<file path="config.mk">
export PLATFORM = sky130hd
export DESIGN_NAME = req_pending_latch
export DESIGN_NICKNAME = d
export VERILOG_FILES = /design/src/rtl/req_pending_latch.sv
export SDC_FILE = /design/constraint.sdc
export NUM_CORES = 1
export LEC_CHECK = 0
export BUFFER_PORTS_ARGS = -buffer_cell sky130_fd_sc_hd__buf_2
export CAP_MARGIN = 10
export CORE_MARGIN = 8
export CORE_UTILIZATION = 50
export DETAILED_ROUTE_END_ITERATION = 8
export PLACE_DENSITY_LB_ADDON = 0.2
export SKIP_LAST_GASP = 1
export SLEW_MARGIN = 30
export SYNTH_ARGS = -nofsm -noshare
export SYNTH_HDL_FRONTEND = slang
export SYNTH_SLANG_ARGS = --single-unit
</file>
<file path="constraint.sdc">
create_clock -name clk -period 4.81 [get_ports clk]
set_input_delay 0.962 -clock clk [delete_from_list [all_inputs] [get_ports clk]]
set_output_delay 0.962 -clock clk [all_outputs]
set_load 0.01 [all_outputs]
</file>
<file path="src/rtl/req_pending_latch.sv">
`default_nettype none
// ============================================================================
// Module      : req_pending_latch
// Description : Upstream stage of the 8-to-3 MSB-priority encoder. Detects
//               rising edges on eight request lines, holds each event as a
//               sticky pending bit, presents the masked pending vector to the
//               encoder, clears bits on acknowledge (by encoder code) and
//               counts events lost because their line was already pending.
// Revision    : 1.0 - initial release
// ----------------------------------------------------------------------------
// Parameters
//   CNT_W       width of the saturating drop counter (default 8)
// Ports
//   clk         system clock, all logic on the rising edge
//   rst         synchronous, active-high reset
//   req_i[7:0]  request lines; a rising edge is a new event
//   mask_i[7:0] per-line visibility on pend_o / any_o (1 = visible)
//   ack_i       acknowledge strobe, one cycle per ack
//   ack_code_i  encoder code being acked; targets line 7 - ack_code_i
//   clr_i       global clear of pending bits, error flag and counter
//   pend_o[7:0] registered pending & mask_i; drives the encoder input
//   any_o       registered OR of pend_o
//   drop_cnt_o  saturating count of dropped events
//   ack_err_o   sticky flag: an ack targeted a non-pending line
// Build option
//   REQ_SYNC_EN defined  : req_i passes a 2-flop synchronizer before edge
//                          detection (event-to-pend_o latency 3 edges).
//   REQ_SYNC_EN undefined: req_i is used directly (latency 1 edge) and must
//                          be synchronous to clk.
// ============================================================================

module req_pending_latch #(
    parameter int CNT_W = 8
) (
    input  logic             clk,
    input  logic             rst,
    input  logic [7:0]       req_i,
    input  logic [7:0]       mask_i,
    input  logic             ack_i,
    input  logic [2:0]       ack_code_i,
    input  logic             clr_i,
    output logic [7:0]       pend_o,
    output logic             any_o,
    output logic [CNT_W-1:0] drop_cnt_o,
    output logic             ack_err_o
);

    // Sum is wide enough to hold the counter maximum plus eight drops.
    localparam int              SUM_W   = CNT_W + 4;
    localparam logic [CNT_W-1:0] CNT_MAX = '1;

    // ------------------------------------------------------------------------
    // Request conditioning
    // ------------------------------------------------------------------------
    logic [7:0] req_s;

`ifdef REQ_SYNC_EN
    logic [7:0] sync1_q, sync1_d;
    logic [7:0] sync2_q, sync2_d;

    always_comb begin
        sync1_d = req_i;
        sync2_d = sync1_q;
    end

    always_ff @(posedge clk) begin
        if (rst) begin
            sync1_q <= 8'h00;
            sync2_q <= 8'h00;
        end else begin
            sync1_q <= sync1_d;
            sync2_q <= sync2_d;
        end
    end

    assign req_s = sync2_q;
`else
    assign req_s = req_i;
`endif

    // ------------------------------------------------------------------------
    // State
    // ------------------------------------------------------------------------
    logic [7:0]       req_q,      req_d;
    logic [7:0]       pending_q,  pending_d;
    logic [7:0]       pend_q,     pend_d;
    logic             any_q,      any_d;
    logic [CNT_W-1:0] drop_cnt_q, drop_cnt_d;
    logic             ack_err_q,  ack_err_d;

    // ------------------------------------------------------------------------
    // Event, ack and drop decode
    // ------------------------------------------------------------------------
    logic [7:0]       rise;
    logic [2:0]       ack_line;
    logic [7:0]       ack_vec;
    logic             ack_miss;
    logic [7:0]       drop;
    logic [3:0]       drop_pop;
    logic [SUM_W-1:0] cnt_sum;

    always_comb begin
        rise = req_s & ~req_q;

        // Encoder code 0 means the highest line, so the line index is inverted.
        ack_line = 3'd7 - ack_code_i;
        ack_vec  = ack_i ? (8'b0000_0001 << ack_line) : 8'h00;
        ack_miss = ack_i & ~pending_q[ack_line];

        // A rise that coincides with an ack of the same line re-arms the bit
        // instead of being counted as lost.
        drop = rise & pending_q & ~ack_vec;

        drop_pop = 4'd0;
        for (int i = 0; i < 8; i++) begin
            drop_pop = drop_pop + {3'b000, drop[i]};
        end

        cnt_sum = {{4{1'b0}}, drop_cnt_q} + {{CNT_W{1'b0}}, drop_pop};
    end

    // ------------------------------------------------------------------------
    // Next-state logic
    // ------------------------------------------------------------------------
    always_comb begin
        // The edge detector tracks the input even through a clear, so lines
        // that stay high across clr_i do not generate a fresh event.
        req_d = req_s;

        if (clr_i) begin
            pending_d  = 8'h00;
            drop_cnt_d = '0;
            ack_err_d  = 1'b0;
        end else begin
            pending_d = (pending_q & ~ack_vec) | rise;

            if (cnt_sum > {{4{1'b0}}, CNT_MAX}) begin
                drop_cnt_d = CNT_MAX;
            end else begin
                drop_cnt_d = cnt_sum[CNT_W-1:0];
            end

            ack_err_d = ack_err_q | ack_miss;
        end

        // Mask only gates what the encoder sees; held bits stay latched.
        pend_d = pending_d & mask_i;
        any_d  = |pend_d;
    end

    // ------------------------------------------------------------------------
    // Registers
    // ------------------------------------------------------------------------
    always_ff @(posedge clk) begin
        if (rst) begin
            req_q      <= 8'h00;
            pending_q  <= 8'h00;
            pend_q     <= 8'h00;
            any_q      <= 1'b0;
            drop_cnt_q <= '0;
            ack_err_q  <= 1'b0;
        end else begin
            req_q      <= req_d;
            pending_q  <= pending_d;
            pend_q     <= pend_d;
            any_q      <= any_d;
            drop_cnt_q <= drop_cnt_d;
            ack_err_q  <= ack_err_d;
        end
    end

    assign pend_o     = pend_q;
    assign any_o      = any_q;
    assign drop_cnt_o = drop_cnt_q;
    assign ack_err_o  = ack_err_q;

endmodule

`default_nettype wire

</file>
==> results of run 1 <==
==> how the worst max path moves through the flow <==
stage / end / depth (start not counted) / startpoint
after floorplan: drop_cnt_o[6]$_SDFF_PP0_ / 16 / ack_code_i[1]
after global placement: drop_cnt_o[6]$_SDFF_PP0_ / 17 / ack_code_i[1]
after detailed placement: drop_cnt_o[6]$_SDFF_PP0_ / 17 / ack_code_i[1]
after CTS: drop_cnt_o[6]$_SDFF_PP0_ / 17 / ack_code_i[1]
after global routing: drop_cnt_o[6]$_SDFF_PP0_ / 17 / ack_code_i[1]
final: drop_cnt_o[6]$_SDFF_PP0_ / 17 / ack_code_i[1]
==> final cells by class <==
class	count	area share [%]
inverter	9	1.73
clock buffer	7	2.82
sequential	34	34.9
multi-input combinational	124	46.1
clock inverter	1	0.257
timing repair buffer	43	11.4
tap	44	2.82
==> worst max-delay path, stage by stage <==
cell and delay, ns:
buf_2 0.14, nand2b_2 0.21, o21ai_2 0.16, nor2_1 0.08, fa_1 0.47, inv_1 0.05
fa_1 0.52, inv_1 0.05, fa_1 0.56, fa_1 0.23, inv_1 0.07, fa_1 0.41
nor2b_1 0.14, o21ai_1 0.07, nand2b_1 0.20, nor4bb_4 0.32, nor3_1 0.08
==> cell families (layout without fill, tap and decap cells) <==
| family | count (synthesis) | in the layout | synth area share (%) |
|---|---|---|---|
| buffers and inverters | 11 | 60 | 2.66 |
| DFF | 34 | 34 | 42.6 |
| AOI/OAI and AO/OA | 42 | 42 | 16.0 |
| muxes | 3 | 3 | 3.91 |
| and+or+nand+nor | 66 | 66 | 22.8 |
| xor gates and xnor gates | 2 | 2 | 1.10 |
| adders and majority gates | 11 | 11 | 11.0 |
==> per-stage QoR <==
step / total power (W) / setup TNS, ns / hold WS [ns] / worst slack [ns] / instance area (sq um)
finish: 0.000528 / 0 / 0.500 / 0.260 / 1950
global route: 0.000555 / 0 / 0.554 / 0.0341 / 1950
CTS: 0.000533 / 0 / 0.500 / 0.201 / 1930
detailed placement: 0.000372 / -0.176 / 0.478 / -0.148 / 1870
global placement: 0.000370 / 0 / 0.449 / 0.0510 / 1870
floorplan: 0.000343 / 0 / 0.489 / 0.319 / 1600
==> metal layers <==
layer	up-vias	track usage (%)	wire length, um
li1	683	-	-
met1	628	15.8	1570
met2	39	25.9	1730
met3	8	7.30	282
met4	0	6.89	71
met5	-	0	0
==> power breakdown <==
group	leakage [nW]	switching (W)	internal, W
Combinational	0.582	0.0000380	0.0000314
Sequential	0.278	0.00000463	0.000292
Clock	0.0353	0.0000910	0.0000708
==> state kept, by name, summed over array words and instances (netlist names) <==
name and count:
any_o 1, pending_q 8, req_q 8, drop_cnt_o 8, ack_err_o 1, pend_o 8
==> placed cells by master, fill, tap and decap left out, drive strengths merged, types with 4 or more instances in the layout <==
| cell | n |
|---|---|
| buf | 43 |
| dfxtp | 34 |
| clkbuf | 7 |
| ha | 6 |
| nor2 | 15 |
| and2 | 9 |
| inv | 9 |
| fa | 5 |
| a21oi | 15 |
| nand2 | 4 |
| nor2b | 13 |
| a31oi | 5 |
| o21ai | 10 |
| nand2b | 12 |
| nand3 | 4 |
==> results.md, run 1 <==
- Outcome: finished clean
- P&R area growth vs syn: 22.0%
- Minimum clock period: 4.55 ns
- FF+latch area: 681 sq um
- #FFs+latches synth: 34
- Die area: 5260 sq um
- DRC: 0
- Post-Place Cells: 254
- Post-Syn Area: 1600 sq um
- Leakage power: 0.895 nW
- Routed wire per std cell: 13.9 um
- Pwr dens: 271 nW/um^2
- Cell Count, Final, Fillers Out: 262
- Crit Path Class: in2reg
- GPL Wtd Cong: 0.838
- Routed WL: 3650 um
- Resize count post-CTS: 0
- Slew margin rel.: 56.7%
- Hold Path Class: reg2reg
- Setup violations, final: 0
- Reg2reg setup slack: 0.90 ns
- Largest net degree at the start of global routing: 19
- Max Cap Viol: 0
- Cts bufs inserted: 5
- CTS sink count: 34
- DPL Wire Length: 2930 um
- YS warnings: 0
- Synth area leaders: dfxtp_1 43%, fa_1 6.3%, nor2b_1 5.1%
- Area share of the largest cell type after synthesis: 42.6%
- Hold-fix buffers, CTS: 0
- Initial antenna violation count: 0
- Latest clock arrival within the worst-skew pair: 0.33 ns
- First-pass GRT wire length: 6290 um
- Register area share after synthesis: 42.6%
- Initial DRT Pass Iterations: 4
- Core area: 3050 sq um
- Worst Hold Endpoint: ack_err_o$_SDFF_PP0_
- Post-synth top cells: 34 x dfxtp_1, 15 x a21oi_1, 15 x nor2_1
- Mapped Nets: 203
- FF-to-FF End: drop_cnt_o[6]$_SDFF_PP0_
- Vias in the first global route: 1457
- Top_reg_cell synth: dfxtp_1
- Fin. Hold Viols: 0
- Initial Util: 52.4%
- Global Route Usage Sum: 15.4%
- Tcrit/Tclk final: 94.6%
- Post-Syn Instances: 169
- Setup bufs post-CTS: 0
- Critical Path Sink Type: flop
- # port buffers: 40
- Worst-path clk slew: 0.10 ns
- Routed Antenna Nets: 0
- CP startpoint kind: primary input
- Fillers: 269
- # diodes: 0
- RR Startpoint: req_q[0]$_SDFF_PP0_
- Yosys cell types: 36
- Unrepaired setup endpoints after global routing: no
- IR Drop Worst-Case VDD: 0.158 mV
- H-tree level count: 2
- Hold Path Origin: ack_err_o$_SDFF_PP0_
- Max Clk Rate: 0.220 GHz
- CP Data Required Time: 5.00 ns
- Final Slew Violations: 0
- Final #Nets: 251
- Worst Clk Skew: 0.0102 ns
- Final core utilization: 63.9%
- Vias: 1358
- Clock Tree Buf Depth: 2
- Crit path arrival time: 4.74 ns
- Overflow after GRT: 0
- Worst-Margin Slew: 0.650 ns
- Top Ports: 41
- Most used standard cell by instance count after synthesis: dfxtp_1
- Die Span Y: 72.6 um
- Hold depth: 2
- Mean Syn Cell Area: 9.46 sq um
- Via density: 5.18
- Area leader, netlist: dfxtp_1
- Die Width: 72.6 um
- Post-synth EDFFs: 0
- Layout cell share with drive strength beyond 1: 25.7%
- Std-Cell Rows: 20
- Post-synth ARST share: 0%
- CTS tree: done
- CP max FO: 8
- Area of the multi-input gates: 898 sq um
- Root Driver: clkbuf_4
- 1st-iter DRT viols: 106
- Reg2reg path depth: 15
(Power assumes the default switching activity.)
==> run 2: changes to the inputs <==
CORE_UTILIZATION = 45   (was 50)
==> results.md, run 2 (same netlist as run 1, synthesis figures left out) <==
- Vias in the first global route: 1345
- DRC: 0
- Cts bufs inserted: 5
- Outcome: finished clean
- Hold depth: 2
- First-pass GRT wire length: 5910 um
- CP startpoint kind: primary input
- Routed Antenna Nets: 0
- Slew margin rel.: 55.0%
- Final Slew Violations: 0
- Initial antenna violation count: 0
- Max Cap Viol: 0
- IR Drop Worst-Case VDD: 0.271 mV
- Worst Clk Skew: 0.00834 ns
- Critical Path Sink Type: flop
- Crit path arrival time: 4.71 ns
- Die Span Y: 75.6 um
- Post-route cell area: 1970 sq um
- Layout cell share with drive strength beyond 1: 25.3%
- Commonest non-fill, non-tap cell in the layout: buf_2
- Reg2reg path depth: 15
- Setup TNS: 0 ns
- Hold Path Origin: ack_err_o$_SDFF_PP0_
- CP Data Required Time: 5.01 ns
- Worst-path clk slew: 0.10 ns
- Placed cell area: 1890 sq um
- Hold-fix buffers, CTS: 0
- CTS tree: done
- Latest clock arrival within the worst-skew pair: 0.33 ns
- Leakage power: 0.912 nW
- 1st-iter DRT viols: 110
- Die Width: 75.6 um
- DPL Wire Length: 2980 um
- Pwr dens: 287 nW/um^2
- Largest net degree at the start of global routing: 19
- Worst-Margin Slew: 0.675 ns
- Initial Util: 47.5%
- GPL Wtd Cong: 0.827
- Root Driver: clkbuf_4
- Crit Path Class: in2reg
- Core area: 3360 sq um
- Max Clk Rate: 0.222 GHz
- # port buffers: 40
- Unrepaired setup endpoints after global routing: no
- Commonest cells after routing, fill and taps aside: 40 x buf_2, 34 x dfxtp_1, 15 x nor2_1, 15 x a21oi_1, 13 x nor2b_1
- CP max FO: 8
- RR Startpoint: req_q[0]$_SDFF_PP0_
- Die area: 5720 sq um
- # diodes: 0
- P&R area growth vs syn: 23.5%
- Power Total: 0.000566 W
- H-tree level count: 2
- Worst Setup SP: ack_code_i[2]
- Top Ports: 41
- Final #Nets: 254
- Global Route Usage Sum: 13.7%
- Setup violations, final: 0
- Vias: 1355
- Hold Path Class: reg2reg
- Initial DRT Pass Iterations: 4
- Minimum clock period: 4.51 ns
- CTS sink count: 34
- Overflow after GRT: 0
- Std-Cell Rows: 21
- Tcrit/Tclk final: 93.8%
- Routed wire per std cell: 13.8 um
- Routed WL: 3690 um
- Via density: 5.07
- Fin. Hold Viols: 0
- Clock Tree Buf Depth: 2
-- run 2: path summary, 6_finish.rpt --
check | slack (ns) | end
hold / removal | 0.48 | ack_err_o$_SDFF_PP0_
setup reg to reg | 0.92 | drop_cnt_o[6]$_SDFF_PP0_
setup / recovery | 0.30 | drop_cnt_o[6]$_SDFF_PP0_
hold reg to reg | 0.48 | ack_err_o$_SDFF_PP0_
-- run 2: cell type report --
cell class              instances  area, sq um
fillers                       337         1390
multi-input cells             124          882
flip-flops and latches         34          681
repair buffers                 46          245
well taps                      46         57.6
clock buffers                   7         45.0
inverters                       9         33.8
clock inverters                 1         30.0
-- run 2: per-layer routing --
metal	GRT usage, %	part of all wire (%)
met3	4.34	6.0
met5	0	0
met2	24.2	51
met4	5.76	1.6
met1	14.8	42
-- run 2: what timing repair did --
action                     in CTS  in global routing
setup endpoints to repair       0                  1
hold endpoints to repair        0                  0
resized for setup               0                  1
setup buffers                   0                  0
-- run 2: stage by stage --
step	utilization (%)	instances	setup WS [ns]	hold slack (ns)
floorplan	-	169	0.319	0.489
global route	58.7	267	0.0215	0.520
detailed placement	56.3	259	-0.0880	0.464
CTS	58.5	267	0.290	0.490
finish	58.7	267	0.298	0.480
global placement	56.3	259	0.0986	0.463
-- run 2: critical path, cell delays in order --
cell      delay [ns]
buf_2           0.17
inv_2           0.05
o21ai_0         0.21
nor2_1          0.10
fa_1            0.50
inv_1           0.06
fa_1            0.53
inv_1           0.06
fa_1            0.56
fa_1            0.24
inv_1           0.07
fa_1            0.38
nor2b_1         0.12
o21ai_1         0.06
nand2b_1        0.19
nor4bb_2        0.36
nor3_1          0.08
-- run 2: power breakdown --
| group | total (W) | internal, W | switching [W] | leakage [nW] |
|---|---|---|---|---|
| logic | 0.0000700 | 0.0000324 | 0.0000376 | 0.594 |
| clock network | 0.000200 | 0.000110 | 0.0000897 | 0.0395 |
| registers | 0.000296 | 0.000292 | 0.00000458 | 0.278 |
